===== src/rtl/uart_hex_streamer.sv =====
// Renders binary words as uppercase ASCII hex (MSB nibble first, optional CR LF)
// into a byte FIFO that drains into a uart_tx-style sink via a write-pulse/ready handshake.
module uart_hex_streamer #(
  parameter int DATA_W      = 8,
  parameter bit APPEND_CRLF = 1'b1,
  parameter int FIFO_DEPTH  = 16
) (
  input  logic                        clk,
  input  logic                        rst_n,
  input  logic [DATA_W-1:0]           in_data,
  input  logic                        in_valid,
  output logic                        in_ready,
  output logic [7:0]                  tx_data,
  output logic                        tx_write,
  input  logic                        tx_ready,
  output logic [$clog2(FIFO_DEPTH):0] fifo_level,
  output logic                        busy
);
  localparam int NIB = DATA_W / 4;
  localparam int CW  = $clog2(NIB) + 1;
  localparam int AW  = $clog2(FIFO_DEPTH);
  localparam logic [CW-1:0] LAST_NIB   = CW'(NIB - 1);
  localparam logic [AW:0]   FULL_LEVEL = (AW + 1)'(FIFO_DEPTH);

  typedef enum logic [2:0] {F_IDLE, F_DIGIT, F_CR, F_LF, F_DONE} fmt_state_t;
  typedef enum logic [1:0] {D_IDLE, D_WRITE, D_HOLD} drain_state_t;

  fmt_state_t        fmt_state, fmt_next;
  drain_state_t      d_state, d_next;
  logic [DATA_W-1:0] shift;
  logic [CW-1:0]     cnt;
  logic              push, pop, accept, full, empty, hold_cnt;
  logic [7:0]        push_char;
  logic [7:0]        mem [FIFO_DEPTH];
  logic [AW-1:0]     wr_ptr, rd_ptr;

  function automatic logic [7:0] hex_char(input logic [3:0] n);
    return (n < 4'd10) ? (8'h30 + {4'h0, n}) : (8'h37 + {4'h0, n});
  endfunction

  assign full     = (fifo_level == FULL_LEVEL);
  assign empty    = (fifo_level == '0);
  assign in_ready = rst_n && (fmt_state == F_IDLE);
  assign accept   = in_valid && in_ready;
  assign tx_write = (d_state == D_WRITE);
  assign busy     = (fmt_state != F_IDLE) || !empty || (d_state != D_IDLE);

  // Formatter: one character per cycle while the FIFO has room; F_DONE is the
  // single turnaround cycle before the next word may be accepted.
  always_comb begin
    // NOTE: every output of this block gets a default first so no latch is inferred.
    fmt_next  = fmt_state;
    push      = 1'b0;
    push_char = 8'h00;
    case (fmt_state)
      F_IDLE: if (accept) fmt_next = F_DIGIT;
      F_DIGIT: if (!full) begin
        push      = 1'b1;
        push_char = hex_char(shift[DATA_W-1 -: 4]);
        if (cnt == LAST_NIB) fmt_next = APPEND_CRLF ? F_CR : F_DONE;
      end
      F_CR: if (!full) begin
        push      = 1'b1;
        push_char = 8'h0D;
        fmt_next  = F_LF;
      end
      F_LF: if (!full) begin
        push      = 1'b1;
        push_char = 8'h0A;
        fmt_next  = F_DONE;
      end
      F_DONE:  fmt_next = F_IDLE;
      default: fmt_next = F_IDLE;
    endcase
  end

  always_ff @(posedge clk) begin
    // NOTE: state registers use non-blocking assignments so every flop samples pre-edge values.
    if (!rst_n) begin
      fmt_state <= F_IDLE;
      shift     <= '0;
      cnt       <= '0;
    end else begin
      fmt_state <= fmt_next;
      if (accept) begin
        shift <= in_data;
        cnt   <= '0;
      end else if (push && (fmt_state == F_DIGIT)) begin
        shift <= shift << 4;
        cnt   <= cnt + 1'b1;
      end
    end
  end

  // NOTE: the storage array has no reset; pointers and level define what is valid.
  always_ff @(posedge clk) begin
    if (push) mem[wr_ptr] <= push_char;
  end

  always_ff @(posedge clk) begin
    if (!rst_n) begin
      wr_ptr     <= '0;
      rd_ptr     <= '0;
      fifo_level <= '0;
    end else begin
      if (push) wr_ptr <= wr_ptr + 1'b1;
      if (pop)  rd_ptr <= rd_ptr + 1'b1;
      case ({push, pop})
        2'b10:   fifo_level <= fifo_level + 1'b1;
        2'b01:   fifo_level <= fifo_level - 1'b1;
        default: ;
      endcase
    end
  end

  // Drain: pop, one-cycle strobe, then two cycles ignoring tx_ready while the
  // transmitter's ready drop propagates back.
  always_comb begin
    d_next = d_state;
    pop    = 1'b0;
    case (d_state)
      D_IDLE: if (!empty && tx_ready) begin
        pop    = 1'b1;
        d_next = D_WRITE;
      end
      D_WRITE: d_next = D_HOLD;
      D_HOLD:  if (hold_cnt) d_next = D_IDLE;
      default: d_next = D_IDLE;
    endcase
  end

  always_ff @(posedge clk) begin
    if (!rst_n) begin
      d_state  <= D_IDLE;
      hold_cnt <= 1'b0;
      tx_data  <= 8'h00;
    end else begin
      d_state  <= d_next;
      hold_cnt <= (d_state == D_HOLD) ? ~hold_cnt : 1'b0;
      if (pop) tx_data <= mem[rd_ptr];
    end
  end

endmodule


===== config.mk =====
export PLATFORM = sky130hd
export DESIGN_NAME = uart_hex_streamer
export DESIGN_NICKNAME = d
export VERILOG_FILES = /design/src/rtl/uart_hex_streamer.sv
export SDC_FILE = /design/constraint.sdc
export NUM_CORES = 1
export LEC_CHECK = 0
export CORE_ASPECT_RATIO = 0.6
export CORE_MARGIN = 5
export CORE_UTILIZATION = 33
export DETAILED_ROUTE_END_ITERATION = 12
export PLACE_DENSITY = 0.54
export SLEW_MARGIN = 20
export SYNTH_ARGS = -nofsm -noshare
export SYNTH_HDL_FRONTEND = slang
export SYNTH_SLANG_ARGS = --single-unit

===== constraint.sdc =====
create_clock -name clk -period 6 [get_ports clk]
set_input_delay 1.2 -clock clk [delete_from_list [all_inputs] [get_ports clk]]
set_output_delay 1.2 -clock clk [all_outputs]
set_load 0.1 [all_outputs]

# Word-level counts from Yosys, hierarchy flattened
# Memory sizes are Yosys's and may differ from the RTL's. A register that Yosys moved wholly into a read port is not among the register bits.
# Index checks and enable logic that the tools add are counted.
totals:
  reg_bits: 37
  latch_bits: 0
  ram_bits: 112
  rom_bits: 0
  inputBits: 12
  out_inout_bits: 16
  mem_count: 1
memory_table:
  columns: ["memory", "depth", "width", "rd", "rd_clocked_by_memory_dff", "write_ports", "line", "rtl"]
  rows:
  - ["mem", 16, 7, 1, 1, 1, "34", "logic [7:0] mem [FIFO_DEPTH];"]
classes:
  add_sub_neg: 7
  multipliers: 0
  div_mod_pow: 0
  n_lt_le_gt_ge: 1
  eq_ne: 16
  shifts: 0
  mux: 23
  bitwise: 2
  reduce_logical: 20
op_table:
  columns: ["op", "n"]
  rows:
  - ["one-hot mux 7 bit (3 select lines)", 1]
  - ["two-way mux 8 bit", 2]
  - ["two-way mux 3 bit", 5]
  - ["adder 6 x 4 -> 7 bit (first input constant)", 2]
  - ["two-way mux 7 bit", 2]
  - ["!= test 2 bit (second input constant)", 7]
  - ["one-hot mux 3 bit (4 select lines)", 1]
  - ["one-hot mux 5 bit (2 select lines)", 1]
  - ["adder 4 x 1 -> 4 bit (second input constant)", 2]
  - ["two-way mux 4 bit", 2]
  - ["== test 2 x 1 -> 1 bit (second input constant)", 3]
  - ["== test 3 x 2 -> 1 bit (second input constant)", 2]
  - ["two-way mux 1 bit", 6]
  - ["one-hot mux 2 bit (3 select lines)", 1]
  - ["nonzero test 2 bit", 3]
  - ["adder 5 x 1 -> 5 bit (second input constant)", 1]
  - ["== test 5 bit (second input constant)", 1]
  - ["zero test 5 bit", 1]
  - ["AND reduction 5 bit", 1]
  - ["subtractor 5 x 1 -> 5 bit (second input constant)", 1]
  - ["== test 2 bit (second input constant)", 2]
  - ["logical AND 1 bit", 4]
  - ["less-than comparator 4 bit (second input constant)", 1]
  - ["two-way mux 2 bit", 2]
  - ["other kinds (11)", 15]

# Logic depth before layout (Yosys ltp)
# Gate-level depths: netlist (run 1).
logic_depth:
  word_depth: 7
  mapped_depth: 14
  ltp_nobuf: 10

# Worst setup path before layout (run 1)
# OpenSTA, ideal clock, no wires.
synth_timing:
  path_type: "in2out"
  startpoint: "input rst_n"
  endpoint: "output in_ready"
  t_arrival_ns: 4.591
  setup_slack_ns: 0.209
  path_stages: 2
  path_buffers: 1
  path_cell_list: "buf_2 nor4b_1"
synth_between:
  elab_chain_cells: 1
synth_rtl:
  columns: ["item", "line", "rtl"]
  rows:
  - ["start: declaration", "9", "input logic rst_n,"]
  - ["logical AND 1 bit", "43", "assign in_ready = rst_n && (fmt_state == F_IDLE);"]
  - ["end: declaration", "12", "output logic in_ready,"]
# No other way between the ends.

# Worst setup path after layout (run 1)
# Ends and elaborated chain as after synthesis.

==> metrics, run 1 <==
status finished, final reports clean; synth cell count leaders edfxtp_1, dfxtp_1, nor2_1; largest net degree at the start of global routing 31; fin area 7370 sq um; cts hold-fix bufs 0; Skew-Pair Late Insertion Delay 0.41 ns; period utilization 0.700; Starting Density 0.333; die area 22000 sq um; library cells used by synthesis 55; Final Setup Violations 0; delay-heaviest family, CP buffers and inverters; Synth Net Count about 440; Placement Setup Slack about 1.8 ns; cell chain of the critical path clkdlybuf4s50_1 -> nor4b_1 -> buf_4; post-synthesis sequential area ratio 0.649; DRC errors left 0; P&R area growth vs syn 17.1%; synthesized cell area 6290 sq um; Avg Cell Area, Syn about 15 sq um; placed cell area a little under 7000 sq um; fillers roughly 1700; CP Data Required Time 4.80 ns; Post-DP HPWL 9170 um; internal power 2.07 mW; port bufs 26; flops & latches, synth between 100 and 150; worst relative slew slack 0.331; Vias/cell 5.21; CTS HTree Levels 4; via count 3666; per-cell routed wire length approximately 20 um; total wire length approximately 14000 um; Peak Freq roughly 240 MHz; Synth top area share 0.534; Final Skew 0.00709 ns; Final min period 4.20 ns; Net Sw Power ~1.1 mW; Hold Path End hold_cnt; Critical R2R Capture fifo_level[2]; root buffer cell clkbuf_16; Worst path slowest cell clkdlybuf4s50_1; Layout Cells excl Fill 704; final hold vios 0; R2R depth 10; Die W between 150 and 200 um; Final WS setup approximately 1.8 ns; first-pass GRT wire length approximately 22000 um; TritonCTS clock tree yes; Largest stage delay, worst path ~0.93 ns; Longest Clk Path Bufs 2; most common cell in the synthesized netlist edfxtp_1; Syn Inst Count 421; asr flop ratio synth 0; critical path startpoint category input pin; worst min-delay path startpoint hold_cnt; EDFF count, synth 112; post-CTS sizing 0; CP bufs+invs 2; num ports 28; Hold Path Cell Cnt 1; Core ar. ~19000 sq um; Pre-antenna DRT Iters 5; reg2reg setup slack between 2 and 3 ns; final net count around 470; Hold/Removal Path Class flip-flop to flip-flop; First DRT Iteration DRCs around 260; Post-CTS Setup Bufs 0; Clock transition at path regs around 0.06 ns; Worst Hold Margin ~0.42 ns; grt ovf 0; max_cap viols 0; antenna violations before repair 1; Final ANT Viol Nets 0; Comb pwr share 0.274; Pwr Density between 400 and 500 nW/um^2; row cnt 39; vias in the first global route approximately 3600; clk sinks approximately 150; Num CTS Buffers 17; VDD IR max 0.000231 V; R2R Path Start fifo_level[1]; Static Leak 2.32 nW; top post-synthesis cells by area edfxtp_1, dfxtp_1, mux4_2, mux2i_1, ha_1; Least-Margin Pin Slew between 1 and 1.5 ns; Global Route Usage Sum 0.133; share of cells above drive strength 1 0.181; die height 117 um; dominant synthesized flop cell edfxtp_1; element type at the critical path end output pin; RePlAce Congestion about 0.77; Synth area leader edfxtp_1; Setup CP Type input pin to output pin; dpl cells a little under 700; Final TNS setup 0 ns; Flop pwr share 0.392; Arrival @ worst endpoint around 3.0 ns; Ant. Diodes 0; RSZ-0062 raised after global routing no; Clk pwr share 0.333; synth warn 0; CP Max Fanout 17; Slew Viols, Final 0; Sw Share 0.345
## layout make-up
cell class,count,area [sq um],area share
Sequential cell,148,4090,0.555
Inverter,13,48.8,0.00662
Timing Repair Buffer,35,325,0.0442
Multi-Input combinational cell,231,2010,0.273
Tap cell,246,308,0.0418
Clock inverter,14,161,0.0219
Clock buffer,17,425,0.0577
## power groups by stage
stage                     logic, mW  clock network (mW)  registers, mW
after detailed placement      0.867                   0           1.26
after global placement        0.856                   0           1.26
after CTS                     0.870                1.08           1.24
after global routing          0.925                1.12           1.25
after floorplan               0.529                   0           1.42
final                         0.868                1.05           1.24
## per-stage QoR
step | util | total power, mW
2_1_floorplan | - | 1.95
3_3_place_gp | 0.359 | 2.12
3_5_place_dp | 0.359 | 2.13
4_1_cts | 0.390 | 3.19
5_1_grt | 0.390 | 3.30
6_report | 0.390 | 3.16
## cells in the final DEF (no fill, tap or decap), types with 3 or more instances in the layout
master,Yosys,routed
a21o_1,3,3
a21oi_1,17,17
a22oi_1,3,3
buf_4,2,10
bufinv_16,0,3
clkbuf_16,0,17
clkdlybuf4s50_1,0,25
clkinv_1,1,3
clkinvlp_4,0,3
dfxtp_1,36,33
dfxtp_2,0,3
edfxtp_1,112,112
ha_1,11,11
inv_1,12,12
mux2i_1,17,17
mux4_2,28,28
nand2_1,23,23
nand2b_1,4,4
nand3_1,19,19
nor2_1,31,29
nor2b_1,3,3
nor3_1,9,8
o211ai_1,4,4
o21a_1,3,3
o21ai_0,4,4
o221ai_1,7,7
o22ai_1,3,3
or3_1,4,4
xnor2_1,4,4
xor2_1,6,6
## worst max path at each step
stage                     cells after the start   from        to  slack [ns]
after floorplan                               2  rst_n  in_ready        0.21
after global placement                        3  rst_n  in_ready        1.88
after detailed placement                      3  rst_n  in_ready        1.81
after CTS                                     3  rst_n  in_ready        1.81
after global routing                          3  rst_n  in_ready        1.64
final                                         3  rst_n  in_ready        1.80
## per-layer routing
| metal | GRT usage | routed length [um] | vias up |
|---|---|---|---|
| li1 | - | - | 1669 |
| met4 | 0.0396 | 118 | 0 |
| met2 | 0.194 | 5920 | 101 |
| met1 | 0.199 | 7010 | 1883 |
| met5 | 0 | 0 | - |
| met3 | 0.0326 | 811 | 13 |
## cells by family (layout without fill, tap and decap cells)
logic type | Yosys count | in the layout | synth area share
multiplexers | 45 | 45 | 0.127
AO/OA/AOI/OAI | 58 | 58 | 0.0706
buffers and inverters | 42 | 79 | 0.0330
other | 1 | 1 | 0.000596
flip-flops | 148 | 148 | 0.649
XOR/XNOR | 10 | 10 | 0.0139
adder cells (fa/ha/maj) | 11 | 11 | 0.0219
AND/OR/NAND/NOR | 106 | 106 | 0.0839
## registers in the layout, indices dropped and copies added, names as in the netlist
signal	cells
rd_ptr	4
fmt_state	3
tx_data	7
d_state	2
fifo_level	5
wr_ptr	4
cnt	2
mem	112
shift	8
hold_cnt	1
Note: power is estimated with default switching activity, not from simulation.
==> run 2: changes to the inputs <==
Settings changed: PLACE_DENSITY 0.54 to 0.55.
Clock period 6 ns to 3.4 ns, I/O delays scaled along.
==> metrics, run 2 (synthesis results as in run 1) <==
Final min period between 2 and 3 ns; num ports 28 (unchanged); top flop regs mem: 112 flops, shift: 8 flops, tx_data: 7 flops (unchanged); DRC errors left 0 (unchanged); Largest Register mem (unchanged); Final TNS setup 0 ns (unchanged); Final Skew 0.0125 ns (was 0.00709 ns); Static Leak 2.40 nW (was 2.32 nW); Setup CP Type flip-flop to flip-flop (was input pin to output pin); Layout Utilization 0.393 (was 0.390); CP Data Required Time 3.75 ns (was 4.80 ns); Final ANT Viol Nets 0 (unchanged); first-pass GRT wire length 21900 um (was 21600 um); grt ovf 0 (unchanged); Vias/cell 5.19 (was 5.21); clk sinks 148 (unchanged); P&R area growth vs syn 18.0% (was 17.1%); Post-DP HPWL 9680 um (was 9170 um); Starting Density 0.333 (unchanged); period utilization 0.880; post-CTS sizing 0 (unchanged); vias in the first global route 3679 (was 3589); Hold Path End hold_cnt (unchanged); worst relative slew slack 0.340 (was 0.331); flip-flop count of the largest register after layout 112 (unchanged); root buffer cell clkbuf_16 (unchanged); total wire length 14000 um (was 13900 um); element type at the critical path end flip-flop (was output pin); Ant. Diodes 0 (unchanged); Die W 188 um (unchanged); status finished, final reports clean (unchanged); R2R Path Start fifo_level[0] (was fifo_level[1]); port bufs 26 (unchanged); largest net degree at the start of global routing 23 (was 31); RePlAce Congestion 0.787 (was 0.774); die area 22000 sq um (unchanged); Skew-Pair Late Insertion Delay 0.41 ns (about the same); cts hold-fix bufs 0 (unchanged); fillers 1744 (was 1704); per-cell routed wire length 19.6 um (was 19.7 um); Net Sw Power 1.99 mW (was 1.09 mW); Critical R2R Capture fifo_level[4] (was fifo_level[2]); Pre-antenna DRT Iters 5 (unchanged); Comb pwr share 0.273 (was 0.274); Final Setup Violations 0 (unchanged); max_cap viols 0 (unchanged); commonest non-fill, non-tap cell in the layout edfxtp_1 (unchanged); final hold vios 0 (unchanged); antenna violations before repair 0 (was 1); TritonCTS clock tree yes (unchanged); Hold/Removal Path Class flip-flop to flip-flop (unchanged); die height 117 um (unchanged); critical path startpoint category flip-flop (was input pin); Pwr Density 757 nW/um^2 (was 429 nW/um^2); Longest Clk Path Bufs 2 (unchanged); final net count 478 (was 469); Arrival @ worst endpoint 3.35 ns (was 3.00 ns); Num CTS Buffers 17 (unchanged); Peak Freq around 330 MHz; share of cells above drive strength 1 0.233 (was 0.181); Slew Viols, Final 0 (unchanged); Clock transition at path regs 0.07 ns (was 0.06 ns); Sw Share 0.355 (was 0.345); Clk pwr share 0.333 (about the same); R2R depth 9 (was 10); Hold Path Cell Cnt 1 (unchanged); Flop pwr share 0.393 (was 0.392); First DRT Iteration DRCs 298 (was 258); worst min-delay path startpoint hold_cnt (unchanged); Worst Hold Margin 0.431 ns (was 0.419 ns); Least-Margin Pin Slew 0.988 ns (was 1.00 ns); reg2reg setup slack 0.41 ns (was 2.63 ns); Core ar. 18900 sq um (unchanged); RSZ-0062 raised after global routing no (unchanged); CP Max Fanout 8 (was 17); row cnt 39 (unchanged); internal power 3.63 mW (was 2.07 mW); CTS HTree Levels 4 (unchanged); most frequent cells in the layout edfxtp_1, buf_4, nor2_1, dfxtp_1, mux4_2 (was edfxtp_1, dfxtp_1, nor2_1); VDD IR max 0.000399 V (was 0.000231 V); Post-CTS Setup Bufs 0 (unchanged); Global Route Usage Sum 0.135 (was 0.133); via count 3705 (was 3666)
run 2: cell types whose count changed in the layout (fill, tap and decap cells not counted), sizes merged:
| cell | delta |
|---|---|
| clkinv | -3 |
| bufinv | -1 |
| inv | +6 |
| clkdlybuf4s50 | -14 |
| buf | +23 |
| clkinvlp | -1 |
run 2: critical path: stages (launching register included):
cell	delay [ns]
dfxtp_1	0.41
or4_4	0.64
o211a_1	0.36
inv_1	0.14
ha_1	0.23
ha_1	0.22
or4b_2	0.60
a21oi_1	0.15
a41oi_1	0.06
nand3_1	0.11
run 2: stage by stage:
step / std cells / total power [mW] / setup WS [ns] / area (sq um)
global route: 714 / 5.87 / 0.217 / 7420
finish: 714 / 5.62 / 0.409 / 7420
detailed placement: 682 / 3.78 / 0.271 / 6830
CTS: 714 / 5.66 / 0.426 / 7420
global placement: 682 / 3.75 / 0.336 / 6830
floorplan: 421 / 3.45 / 0.00299 / 6300
run 2: power by group through the flow:
stage          combinational, mW  sequential [mW]  clock, mW
2_1_floorplan              0.934             2.51          0
3_3_place_gp                1.50             2.24          0
3_5_place_dp                1.53             2.25          0
4_1_cts                     1.54             2.21       1.91
5_1_grt                     1.63             2.23       2.01
6_report                    1.53             2.21       1.87
run 2: cell type report:
cell class              count  area [sq um]  share of cell area
multi-input cells         231          2010               0.271
flip-flops and latches    148          4090               0.551
clock buffers              17           425              0.0573
clock inverters            15           168              0.0226
inverters                  13          48.8             0.00657
repair buffers             44           370              0.0499
well taps                 246           308              0.0415
run 2: worst max path at each step:
stage	slack (ns)	endpoint	from	cells after the start
final	0.41	fifo_level[4]	fifo_level[0]	9
after global routing	0.22	fifo_level[4]	fifo_level[0]	10
after CTS	0.43	fifo_level[4]	fifo_level[0]	9
after detailed placement	0.27	fifo_level[4]	tx_ready	10
after global placement	0.34	fifo_level[4]	tx_ready	9
after floorplan	0.003	fifo_level[2]	fifo_level[0]	13
run 2: metal layers:
metal / wire (um) / up-vias / global-route usage
met5: 0 / - / 0
met1: 7020 / 1896 / 0.203
met2: 6050 / 106 / 0.194
met4: 159 / 0 / 0.0381
li1: - / 1688 / -
met3: 795 / 15 / 0.0320
